## src/rtl/wm8978_pkg.sv

```systemverilog
// Shared definitions for the WM8978 runtime volume/mute controller:
// output-volume register addresses, sequencer state encoding and the
// helper that packs one I2C write word.
package wm8978_pkg;

  localparam logic [6:0] REG_LOUT1 = 7'd52;
  localparam logic [6:0] REG_ROUT1 = 7'd53;
  localparam logic [6:0] REG_LOUT2 = 7'd54;
  localparam logic [6:0] REG_ROUT2 = 7'd55;

  typedef enum logic [1:0] {
    WAIT_CFG  = 2'd0,
    IDLE      = 2'd1,
    ISSUE     = 2'd2,
    WAIT_DONE = 2'd3
  } seq_state_t;

  // {reg_addr[6:0], vu, zero-cross (kept off), mute, volume[5:0]}
  function automatic logic [15:0] build_vol_word(input logic [6:0] addr,
                                                 input logic       vu,
                                                 input logic       mute,
                                                 input logic [5:0] vol);
    return {addr, vu, 1'b0, mute, vol};
  endfunction

endpackage

```

## src/rtl/wm8978_vol_ctrl_if.sv

```systemverilog
// I2C driver handshake: one write is started by an i2c_exec pulse with
// the word on i2c_data, and acknowledged by an i2c_done pulse.
interface wm8978_vol_ctrl_if;
  logic        i2c_exec;
  logic [15:0] i2c_data;
  logic        i2c_done;

  modport master (output i2c_exec, output i2c_data, input  i2c_done);
  modport slave  (input  i2c_exec, input  i2c_data, output i2c_done);
endinterface

```

## src/rtl/i2c_wr_seq.sv

```systemverilog
// Write-sequence engine: waits for the power-up configuration, then on
// each start request walks a 4-entry word table, issuing one I2C write
// per entry and aborting the sequence if a write is never acknowledged.
module i2c_wr_seq
  import wm8978_pkg::*;
#(
  parameter logic [15:0] TIMEOUT = 16'd2000
) (
  input  logic             clk,
  input  logic             rst,
  input  logic             cfg_done_i,
  input  logic             start_i,
  input  logic [3:0][15:0] words_i,
  output logic             accept_o,
  output logic             cfg_seen_o,
  output logic             busy_o,
  output logic             err_o,
  wm8978_vol_ctrl_if.master i2c
);

  seq_state_t  state_q, state_d;
  logic [1:0]  idx_q, idx_d;
  logic [15:0] cnt_q, cnt_d;
  logic        err_q, err_d;

  assign cfg_seen_o   = (state_q != WAIT_CFG);
  assign busy_o       = (state_q == ISSUE) || (state_q == WAIT_DONE);
  assign err_o        = err_q;
  // The table is built from snapshot registers, so the word stays stable
  // from the exec cycle until the matching done.
  assign i2c.i2c_data = busy_o ? words_i[idx_q] : 16'h0000;

  // Next-state logic: sequencing, acknowledgement and timeout handling.
  always_comb begin
    state_d      = state_q;
    idx_d        = idx_q;
    cnt_d        = cnt_q;
    err_d        = err_q;
    accept_o     = 1'b0;
    i2c.i2c_exec = 1'b0;
    case (state_q)
      WAIT_CFG: begin
        if (cfg_done_i) state_d = IDLE;
      end
      IDLE: begin
        if (start_i) begin
          accept_o = 1'b1;
          idx_d    = 2'd0;
          state_d  = ISSUE;
        end
      end
      ISSUE: begin
        i2c.i2c_exec = 1'b1;
        cnt_d        = 16'd0;
        state_d      = WAIT_DONE;
      end
      WAIT_DONE: begin
        // An acknowledgement wins over a timeout landing in the same cycle.
        if (i2c.i2c_done) begin
          if (idx_q == 2'd3) begin
            err_d   = 1'b0;
            state_d = IDLE;
          end else begin
            idx_d   = idx_q + 2'd1;
            state_d = ISSUE;
          end
        end else if (cnt_q == TIMEOUT - 16'd1) begin
          err_d   = 1'b1;
          state_d = IDLE;
        end else begin
          cnt_d = cnt_q + 16'd1;
        end
      end
      default: state_d = WAIT_CFG;
    endcase
  end

  // State register with synchronous reset.
  always_ff @(posedge clk) begin
    if (rst) begin
      state_q <= WAIT_CFG;
      idx_q   <= 2'd0;
      cnt_q   <= 16'd0;
      err_q   <= 1'b0;
    end else begin
      state_q <= state_d;
      idx_q   <= idx_d;
      cnt_q   <= cnt_d;
      err_q   <= err_d;
    end
  end

endmodule

```

## src/rtl/wm8978_vol_ctrl.sv

```systemverilog
// Runtime output-volume and mute controller for the WM8978. Key events
// update the committed volume/mute immediately; any change raises a
// pending flag that makes the sequencer rewrite R52..R55. Changes made
// while a sequence is in flight coalesce into one follow-up sequence.
module wm8978_vol_ctrl
  import wm8978_pkg::*;
#(
  parameter logic [5:0]  VOL_INIT = 6'd40,
  parameter logic [5:0]  VOL_MAX  = 6'd63,
  parameter logic [5:0]  VOL_STEP = 6'd4,
  parameter logic [15:0] TIMEOUT  = 16'd2000
) (
  input  logic        clk,
  input  logic        rst,
  input  logic        cfg_done,
  input  logic        vol_up,
  input  logic        vol_down,
  input  logic        mute_tgl,
  wm8978_vol_ctrl_if.master i2c,
  output logic [5:0]  volume,
  output logic        muted,
  output logic        busy,
  output logic        err
);

  logic [5:0]       volume_q, volume_d;
  logic             muted_q, muted_d;
  logic             pending_q, pending_d;
  logic [5:0]       snap_vol_q;
  logic             snap_mute_q;
  logic             keys_en, accept, cfg_seen;
  logic [6:0]       vol_sum;
  logic [3:0][15:0] words;

  // 7-bit sum so a step past VOL_MAX saturates instead of wrapping.
  assign vol_sum = {1'b0, volume_q} + {1'b0, VOL_STEP};
  assign keys_en = cfg_done | cfg_seen;
  assign volume  = volume_q;
  assign muted   = muted_q;

  // Key arithmetic and pending flag; a fresh change outranks an accept in
  // the same cycle so it is never lost.
  always_comb begin
    volume_d  = volume_q;
    muted_d   = muted_q;
    pending_d = pending_q;
    if (keys_en) begin
      if (vol_up && !vol_down) begin
        volume_d = (vol_sum > {1'b0, VOL_MAX}) ? VOL_MAX : vol_sum[5:0];
      end else if (vol_down && !vol_up) begin
        volume_d = (volume_q < VOL_STEP) ? 6'd0 : volume_q - VOL_STEP;
      end
      if (mute_tgl) muted_d = ~muted_q;
    end
    if ((volume_d != volume_q) || (muted_d != muted_q)) begin
      pending_d = 1'b1;
    end else if (accept) begin
      pending_d = 1'b0;
    end
  end

  // Committed settings, pending flag and the per-sequence snapshot.
  always_ff @(posedge clk) begin
    if (rst) begin
      volume_q    <= VOL_INIT;
      muted_q     <= 1'b0;
      pending_q   <= 1'b0;
      snap_vol_q  <= VOL_INIT;
      snap_mute_q <= 1'b0;
    end else begin
      volume_q  <= volume_d;
      muted_q   <= muted_d;
      pending_q <= pending_d;
      if (accept) begin
        snap_vol_q  <= volume_q;
        snap_mute_q <= muted_q;
      end
    end
  end

  // Word table: R52..R55, update bit only on the right-channel writes.
  generate
    for (genvar gi = 0; gi < 4; gi++) begin : g_word
      localparam logic [6:0] ADDR = REG_LOUT1 + 7'(gi);
      localparam logic       VU   = ((gi % 2) == 1);
      assign words[gi] = build_vol_word(ADDR, VU, snap_mute_q, snap_vol_q);
    end
  endgenerate

  i2c_wr_seq #(
    .TIMEOUT (TIMEOUT)
  ) u_seq (
    .clk        (clk),
    .rst        (rst),
    .cfg_done_i (cfg_done),
    .start_i    (pending_q),
    .words_i    (words),
    .accept_o   (accept),
    .cfg_seen_o (cfg_seen),
    .busy_o     (busy),
    .err_o      (err),
    .i2c        (i2c)
  );

endmodule

```

## src/flat_wrapper.sv

```systemverilog
// flat-port wrapper written by rule: the top's interface ports become plain ports
module wm8978_vol_ctrl_flat import wm8978_pkg::*;
#(
  parameter logic [5:0]  VOL_INIT = 6'd40,
  parameter logic [5:0]  VOL_MAX  = 6'd63,
  parameter logic [5:0]  VOL_STEP = 6'd4,
  parameter logic [15:0] TIMEOUT  = 16'd2000
)
  (clk, rst, cfg_done, vol_up, vol_down, mute_tgl, volume, muted, busy, err, i2c_i2c_exec, i2c_i2c_data, i2c_i2c_done);
  wm8978_vol_ctrl_if i2c_i ();
  input  logic clk;
  input  logic rst;
  input  logic cfg_done;
  input  logic vol_up;
  input  logic vol_down;
  input  logic mute_tgl;
  output logic [5:0] volume;
  output logic muted;
  output logic busy;
  output logic err;
  output wire logic [$bits(i2c_i.i2c_exec)-1:0] i2c_i2c_exec;
  output wire logic [$bits(i2c_i.i2c_data)-1:0] i2c_i2c_data;
  input wire logic [$bits(i2c_i.i2c_done)-1:0] i2c_i2c_done;
  assign i2c_i2c_exec = i2c_i.i2c_exec;
  assign i2c_i2c_data = i2c_i.i2c_data;
  assign i2c_i.i2c_done = i2c_i2c_done;
  wm8978_vol_ctrl #(.VOL_INIT(VOL_INIT), .VOL_MAX(VOL_MAX), .VOL_STEP(VOL_STEP), .TIMEOUT(TIMEOUT)) u_core (.clk(clk), .rst(rst), .cfg_done(cfg_done), .vol_up(vol_up), .vol_down(vol_down), .mute_tgl(mute_tgl), .i2c(i2c_i), .volume(volume), .muted(muted), .busy(busy), .err(err));
endmodule
```

## config.mk

```make
export PLATFORM = sky130hd
export DESIGN_NAME = wm8978_vol_ctrl_flat
export DESIGN_NICKNAME = d
export VERILOG_FILES = /design/src/rtl/wm8978_pkg.sv /design/src/rtl/wm8978_vol_ctrl_if.sv /design/src/rtl/i2c_wr_seq.sv /design/src/rtl/wm8978_vol_ctrl.sv /design/src/flat_wrapper.sv
export SDC_FILE = /design/constraint.sdc
export NUM_CORES = 1
export LEC_CHECK = 0
export ABC_CLOCK_PERIOD_IN_PS = 2300
export BUFFER_PORTS_ARGS = -buffer_cell sky130_fd_sc_hd__buf_2
export CAP_MARGIN = 0
export CELL_PAD_IN_SITES_DETAIL_PLACEMENT = 1
export CELL_PAD_IN_SITES_GLOBAL_PLACEMENT = 1
export CORE_MARGIN = 2
export CORE_UTILIZATION = 42
export DETAILED_ROUTE_END_ITERATION = 8
export PLACE_DENSITY = 0.83
export SLEW_MARGIN = 20
export SYNTH_ARGS = -nofsm -noshare
export SYNTH_HDL_FRONTEND = slang
export SYNTH_SLANG_ARGS = --single-unit
```

## constraint.sdc

```tcl
create_clock -name clk -period 2.3 [get_ports clk]
set_input_delay 0.345 -clock clk [delete_from_list [all_inputs] [get_ports clk]]
set_output_delay 0.345 -clock clk [all_outputs]
set_load 0.01 [all_outputs]
```

==> results of run 1 <==
==> flip-flops by register name, summed over array words and instances, names as in the netlist <==
name	count
u_core.muted	1
u_core.u_seq.err_o	1
u_core.volume	6
u_core.u_seq.state_q	2
u_core.snap_vol_q	6
u_core.snap_mute_q	1
u_core.u_seq.idx_q	2
u_core.pending_q	1
u_core.u_seq.cnt_q	16
==> cell type report <==
cell class              instances  share of cell area
clock buffers                   6              0.0307
flip-flops and latches         36               0.305
clock inverters                 2              0.0148
multi-input cells             198               0.522
repair buffers                 32              0.0710
well taps                      67              0.0355
inverters                      13              0.0207
==> worst max path at each step <==
stage	start	to	slack (ns)
finish	u_core.volume[2]$_SDFF_PP0_	u_core.pending_q$_SDFFE_PP0P_	0.17
global route	u_core.volume[2]$_SDFF_PP0_	u_core.pending_q$_SDFFE_PP0P_	0.08
global placement	u_core.volume[2]$_SDFF_PP0_	u_core.pending_q$_SDFFE_PP0P_	0.27
CTS	u_core.volume[2]$_SDFF_PP0_	u_core.pending_q$_SDFFE_PP0P_	0.20
floorplan	u_core.volume[3]$_SDFF_PP1_	u_core.pending_q$_SDFFE_PP0P_	0.36
detailed placement	u_core.volume[2]$_SDFF_PP0_	u_core.pending_q$_SDFFE_PP0P_	0.18
==> power by group <==
group	switching, mW	internal, mW	total [mW]
clock network	0.241	0.322	0.563
logic	0.160	0.0964	0.257
registers	0.0362	0.645	0.681
total	0.438	1.06	1.50
==> cells by family (layout without fill, tap and decap cells) <==
logic type      after synthesis  count (layout)  synth area share
simple gates                112             112             0.276
compound gates               61              61             0.198
flops                        36              36             0.341
buf+inv                      31              53            0.0793
xor+xnor                     11              11            0.0456
mux                           6               6            0.0284
fa+ha+maj                     5               5            0.0296
other cells                   1               3           0.00177
==> cell usage after synthesis, types with 2 or more instances <==
cell type,count
a311oi_1,2
nand4_1,2
o21ai_1,2
nand2_1,23
nand2b_1,4
xor2_1,4
o2111ai_1,4
a31oi_1,2
o41ai_1,2
buf_4,7
dfxtp_1,36
buf_6,2
ha_1,5
and2_1,9
or3_1,9
nor4_1,3
nand3_1,9
or2_2,2
a32oi_1,2
nand3_2,2
clkbuf_1,4
a21oi_1,16
nor3_2,2
o21a_1,2
nor3_1,8
o21ai_0,11
xnor2_1,7
mux2i_1,6
inv_1,13
nor2b_1,3
and3_1,3
buf_2,4
o211ai_1,2
nor2_1,28
==> routing by layer <==
metal / vias to the layer above / global-route usage
met5: - / 0
met4: 0 / 0.0635
met3: 8 / 0.0482
met2: 34 / 0.375
met1: 915 / 0.252
li1: 970 / -
==> tightest hold or removal path: cells and delay by family <==
| family | cells | cell delay (ns) |
|---|---|---|
| AND/OR/NAND/NOR | 1 | 0.10 |
| AO/OA/AOI/OAI | 1 | 0.06 |
| buffers and inverters | 1 | 0.10 |
==> impl_metrics.toml, run 1 <==
[floorplan]
io_pins = 33
rows = 25
dieArea_um2 = 5620
start_util = 0.442
fp.dieW_um = 74.9
core_um2 = 4790
fp.dieH_um = 74.9

[yosys]
synth_top_area_cell = "dfxtp_1"
syn_inst = 263
synth-edff-count = 0
yosys_warnings = 0
synth_top_cell_area_share = 0.341
syn-mean-instance-area_um2 = 8.04
async_reset_ff_frac = 0
synth_area_um2 = 2110
seq_area_frac_synth = 0.341
yosys-top-cells-area = "dfxtp_1 (34%), nor2_1 (5.0%), nand2_1 (4.1%), a21oi_1 (3.8%), ha_1 (3.0%)"
synth_seq_cells = 36
synthFlopType = "dfxtp_1"
synth_cell_types = 57

[detailed_routing]
drt_iter0_drc = 97
wl_met3_um = 179
ant_nets = 0
vias_per_cell = 5.44
drc = 0
met2WireLength_um = 2720
wl_per_cell_um = 15.7
num_vias = 1927
wl_met1_um = 2560
wl_um = 5550
drtPass1Iterations = 4
maxUsedRoutingLayer = "met4"

[global_routing]
grt_first_pass_wirelength_um = 8960
grt_max_degree = 21
grt_overflow = 0
antenna_found_initial = 0
track_usage = 0.211
grt_pass1_vias = 1937

[setup_path]
crit_required_ns = 2.47
critPathArrivalTime_ns = 2.30
path_depth = 6
r2r-end = "u_core.pending_q$_SDFFE_PP0P_"
cp_num_buf_inv = 1
cp_slowest_stage_delay_ns = 0.47
reg2reg_depth = 6
critPathKind = "reg2reg"
cp_max_fo = 8
regToRegSetupSlack_ns = 0.17
startpoint_type = "register"
crit_path_end_kind = "register"
critical_path.slowest_cell = "dfxtp_1"
crit_chain = "inv_1, ha_1, a32o_1, a221o_1, nor4_1, o22ai_1"
crit_family = "compound AO/OA/AOI/OAI gates"
r2r-start = "u_core.volume[2]$_SDFF_PP0_"

[timing]
slew_headroom = 0.472
finalHoldViolCount = 0
finalClockSkew_ns = 0.00820
tns_ns = 0
tightestPinTransition_ns = 0.785
finalCritPeriodShare = 0.927
report.final.setup_viol = 0
whs_ns = 0.369
drv_slew = 0
fin_crit_ns = 2.13
rsz0062_at_grt = "false"
fmax_ghz = 0.469
layout_setup_ws_ns = 0.167

[final_layout]
final_cell_mix = "dfxtp_1 (36), buf_2 (29), nor2_1 (28)"
nets = 298
layout_commonest_cell = "dfxtp_1"
antennaDiodeCount = 0
multi_input_area_um2 = 1230
stdcell_count = 354
post-route-util = 0.493
ff_latch_area_um2 = 721
design_area_um2 = 2360
layout-drive-gt1-share = 0.174
syn2layout_area_growth_pct = 11.7
num-fill-cells = 600

[cts]
cts_setup_buffers = 0
root_buffer = "clkbuf_8"
clock_latency_ns = 0.29
clock_sinks = 36
cts_hold_buf = 0
ctsResizeCount = 0
cts.path.max_buffers = 2
cts_made_buffers = 5
path_clk_slew_ns = 0.08
htreeDepth = 2
cts_tree = "done"

[min_path]
min_path_type = "in2reg"
whs_path_depth = 3
min_from = "i2c_i2c_done"
hold_path_end = "u_core.u_seq.err_o$_SDFFE_PP0P_"

[placed_design]
dp.cells = 346
gp_congestion = 0.902
place_hpwl_um = 4060
portBuffers = 29
dpl_cell_area_um2 = 2250
place_ws_ns = 0.176

[outcome]
status = "complete, no violations"

[pwr]
total_power_mw = 1.50
p_leak_nw = 0.939
pwr_density_cell_nw_per_um2 = 636
vdd_drop_max_mv = 0.287

[flow_run]
drv_cap = 0
Power figures use the tool's default switching activity.
==> run 2, diff against run 1 <==
CORE_UTILIZATION = 35   (was 42)
PLACE_DENSITY = 0.71   (was 0.83)
==> impl_metrics.toml, run 2 (synthesis gave the netlist of run 1 again) <==
[floorplan]
rows = 28
fp.dieW_um = 81.7
core_um2 = 5890
start_util = 0.359
io_pins = 33
dieArea_um2 = 6680
fp.dieH_um = 81.7

[global_routing]
grt_max_degree = 21
grt_first_pass_wirelength_um = 9140
grt_overflow = 0
track_usage = 0.178
antenna_found_initial = 0
grt_pass1_vias = 1908

[cts]
cts_setup_buffers = 0
cts_tree = "done"
root_buffer = "clkbuf_8"
clock_sinks = 36
cts_hold_buf = 0
cts_made_buffers = 5
cts.path.max_buffers = 2
ctsResizeCount = 0
clock_latency_ns = 0.29
htreeDepth = 2
path_clk_slew_ns = 0.08

[pwr]
p_int_mw = 1.06
vdd_drop_max_mv = 0.305
p_leak_nw = 0.946
pwr-share-seq = 0.453
switching_share = 0.293
power_frac_comb = 0.169
total_power_mw = 1.50
p_clk_frac = 0.377
pwr_density_cell_nw_per_um2 = 632
power.switching_mw = 0.441

[detailed_routing]
wl_um = 5560
drt_iter0_drc = 74
vias_per_cell = 5.47
wl_met3_um = 137
met2WireLength_um = 2860
ant_nets = 0
wl_per_cell_um = 15.3
wl_met1_um = 2490
drtPass1Iterations = 4
drc = 0
num_vias = 1980
maxUsedRoutingLayer = "met4"

[setup_path]
startpoint_type = "register"
crit_chain = "inv_1, ha_1, a32o_1, a221o_1, nor4_1, o22ai_1"
cp_num_buf_inv = 1
crit_path_end_kind = "register"
critPathKind = "reg2reg"
critPathArrivalTime_ns = 2.24
critPathLaunch = "u_core.volume[2]$_SDFF_PP0_"
crit_family = "compound AO/OA/AOI/OAI gates"
r2r-start = "u_core.volume[2]$_SDFF_PP0_"
crit_required_ns = 2.47
cp_max_fo = 8
r2r-end = "u_core.pending_q$_SDFFE_PP0P_"
cp_slowest_stage_delay_ns = 0.41
critical_path.slowest_cell = "dfxtp_2"
reg2reg_depth = 6
regToRegSetupSlack_ns = 0.24

[placed_design]
gp_congestion = 0.864
portBuffers = 29
place_hpwl_um = 4080

[timing]
finalHoldViolCount = 0
rsz0062_at_grt = "false"
drv_slew = 0
tns_ns = 0
finalCritPeriodShare = 0.897
report.final.setup_viol = 0
fin_crit_ns = 2.06
slew_headroom = 0.543
fmax_ghz = 0.485
tightestPinTransition_ns = 0.680
finalClockSkew_ns = 0.00901

[outcome]
status = "complete, no violations"

[final_layout]
regMostFlops = "u_core.u_seq.cnt_q"
final_cell_mix = "dfxtp_1 (35), buf_2 (29), nor2_1 (28)"
nets = 298
largest_reg_flops = 16
syn2layout_area_growth_pct = 12.6
layout_commonest_cell = "dfxtp_1"
post-route-util = 0.404
layout-drive-gt1-share = 0.181
antennaDiodeCount = 0

[min_path]
min_from = "i2c_i2c_done"
min_path_type = "in2reg"
whs_path_depth = 3
hold_path_end = "u_core.u_seq.err_o$_SDFFE_PP0P_"

[flow_run]
drv_cap = 0
run 2: cell types whose count changed in the layout (fill, tap and decap cells not counted):
cell and change:
o41ai_1 -1, dfxtp_2 +1, o41ai_2 +1, dfxtp_1 -1
run 2: tightest hold or removal path: cells and delay by family:
family / cells / cell delay (ns)
simple gates: 1 / 0.10
compound gates: 1 / 0.05
buf+inv: 1 / 0.10
run 2: power groups by stage:
stage / Sequential [mW] / Combinational [mW] / Clock [mW]
after CTS: 0.682 / 0.255 / 0.584
after floorplan: 0.685 / 0.199 / 0
after global routing: 0.689 / 0.285 / 0.605
final: 0.682 / 0.255 / 0.568
after global placement: 0.696 / 0.252 / 0
after detailed placement: 0.697 / 0.254 / 0
run 2: metal layers:
layer / track usage / vias up
met4: 0.0683 / 0
met1: 0.209 / 976
met3: 0.0352 / 6
met2: 0.318 / 26
met5: 0 / -
li1: - / 972
run 2: per-stage QoR:
step	std cells	cell area, µm²	hold WS (ns)	setup WS [ns]
2_1_floorplan	265	2120	0.438	0.364
4_1_cts	362	2370	0.339	0.178
3_3_place_gp	354	2260	0.454	0.269
5_1_grt	362	2380	0.362	0.120
6_report	362	2380	0.345	0.237
3_5_place_dp	354	2260	0.473	0.183
run 2: area by class of cell:
cell class                      instances  area (µm²)
Timing Repair Buffer                   32         168
Multi-Input combinational cell        198        1240
Fill cell                             743        3510
Sequential cell                        36         722
Clock buffer                            6        72.6
Clock inverter                          2        35.0
Inverter                               13        48.8
Tap cell                               75        93.8
run 2: worst max-delay path by stage:
| stage | endpoint | slack (ns) | cells past startpoint |
|---|---|---|---|
| detailed placement | u_core.pending_q$_SDFFE_PP0P_ | 0.18 | 6 |
| global placement | u_core.pending_q$_SDFFE_PP0P_ | 0.27 | 6 |
| floorplan | u_core.pending_q$_SDFFE_PP0P_ | 0.36 | 6 |
| global route | u_core.pending_q$_SDFFE_PP0P_ | 0.12 | 6 |
| finish | u_core.pending_q$_SDFFE_PP0P_ | 0.24 | 6 |
| CTS | u_core.pending_q$_SDFFE_PP0P_ | 0.18 | 6 |
==> run 3, diff against run 2 <==
ABC_CLOCK_PERIOD_IN_PS = 2100   (was 2300)
CORE_MARGIN = default   (was 2)
clock period = 2.1 ns   (was 2.3 ns; I/O delays follow)
==> impl_metrics.toml, run 3 (synthesis gave the netlist of run 1 again) <==
[placed_design]
place_ws_ns = 0.104
place_hpwl_um = 4300
portBuffers = 29
dp.cells = 358
gp_congestion = 0.883
dpl_cell_area_um2 = 2310

[cts]
cts.path.max_buffers = 2
cts_made_buffers = 5
cts_hold_buf = 0
cts_setup_buffers = 0
cts_tree = "done"
ctsResizeCount = 0
clock_sinks = 36
htreeDepth = 2
root_buffer = "clkbuf_8"
path_clk_slew_ns = 0.07
clock_latency_ns = 0.29

[final_layout]
final_cell_mix = "dfxtp_1 (36), buf_2 (29), nor2_1 (28)"
layout-drive-gt1-share = 0.198
regMostFlops = "u_core.u_seq.cnt_q"
nets = 305
antennaDiodeCount = 0
syn2layout_area_growth_pct = 14.3
num-fill-cells = 742
stdcell_count = 365
design_area_um2 = 2420
post-route-util = 0.426
largest_reg_flops = 16
layout_commonest_cell = "dfxtp_1"

[pwr]
total_power_mw = 1.60
power_frac_comb = 0.196
p_clk_frac = 0.339
p_int_mw = 1.12
switching_share = 0.297
vdd_drop_max_mv = 0.364
pwr_density_cell_nw_per_um2 = 661
power.switching_mw = 0.475
p_leak_nw = 0.975
pwr-share-seq = 0.465

[detailed_routing]
vias_per_cell = 5.38
num_vias = 1965
drc = 0
drt_iter0_drc = 70
wl_per_cell_um = 16.1
drtPass1Iterations = 4
ant_nets = 0
wl_um = 5890

[global_routing]
use_met2 = 0.331
grt_max_degree = 22
gr-usage-met1 = 0.255
grt_overflow = 0
track_usage = 0.200
top_usage_layer = "met2"
antenna_found_initial = 0
grt_use_met3 = 0.0503
grt_first_pass_wirelength_um = 9620
grt_pass1_vias = 1914

[floorplan]
start_util = 0.372
io_pins = 33
core_um2 = 5680
rows = 27
dieArea_um2 = 6350
fp.dieH_um = 79.7
fp.dieW_um = 79.7

[flow_run]
drv_cap = 0

[setup_path]
crit_required_ns = 2.27
regToRegSetupSlack_ns = 0.16
startpoint_type = "register"
crit_path_end_kind = "register"
cp_max_fo = 6
critPathKind = "reg2reg"
critPathArrivalTime_ns = 2.11

[timing]
finalClockSkew_ns = 0.00621
tightestPinTransition_ns = 0.548
rsz0062_at_grt = "false"
whs_ns = 0.345
finalHoldViolCount = 0
drv_slew = 0
report.final.setup_viol = 0
layout_setup_ws_ns = 0.161
fmax_ghz = 0.516
finalCritPeriodShare = 0.924
slew_headroom = 0.634
fin_crit_ns = 1.94
tns_ns = 0

[outcome]
status = "complete, no violations"

[min_path]
min_path_type = "in2reg"
## run 3: changes by cell type in the layout (fill, tap and decap cells not counted), sizes merged
cell / previous run / this run
bufinv: 1 / 0
clkbuf: 6 / 7
clkinv: 1 / 0
buf: 32 / 39
## run 3: path summary, 6_finish.rpt
path	startpoint	to	cells past startpoint
worst max-delay path	u_core.volume[2]$_SDFF_PP0_	u_core.pending_q$_SDFFE_PP0P_	7
worst min-delay path	i2c_i2c_done	u_core.u_seq.err_o$_SDFFE_PP0P_	3
worst max register to register	u_core.volume[2]$_SDFF_PP0_	u_core.pending_q$_SDFFE_PP0P_	7
worst min register to register	u_core.u_seq.err_o$_SDFFE_PP0P_	u_core.u_seq.err_o$_SDFFE_PP0P_	2
## run 3: final cells by class
| cell class | instances | area, µm² | share of cell area |
|---|---|---|---|
| repair buffers | 39 | 220 | 0.0911 |
| inverters | 13 | 48.8 | 0.0202 |
| flip-flops and latches | 36 | 721 | 0.298 |
| clock buffers | 7 | 96.3 | 0.0399 |
| multi-input cells | 198 | 1240 | 0.513 |
| well taps | 72 | 90.1 | 0.0373 |
## run 3: critical path: stages (launching register included)
cell,delay [ns]
dfxtp_1,0.42
inv_1,0.09
ha_1,0.37
inv_1,0.08
o41ai_2,0.37
a211oi_1,0.16
nor3_1,0.24
o22ai_1,0.10
## run 3: layer usage
layer | routed length, µm | up-vias
met5 | 0 | -
met4 | 62 | 0
met3 | 179 | 6
met2 | 2880 | 32
met1 | 2760 | 942
li1 | - | 985
## run 3: power groups by stage
stage | Clock, mW | Sequential [mW] | Combinational, mW
floorplan | 0 | 0.750 | 0.218
CTS | 0.565 | 0.742 | 0.311
finish | 0.542 | 0.742 | 0.312
detailed placement | 0 | 0.758 | 0.310
global route | 0.589 | 0.749 | 0.347
global placement | 0 | 0.757 | 0.307
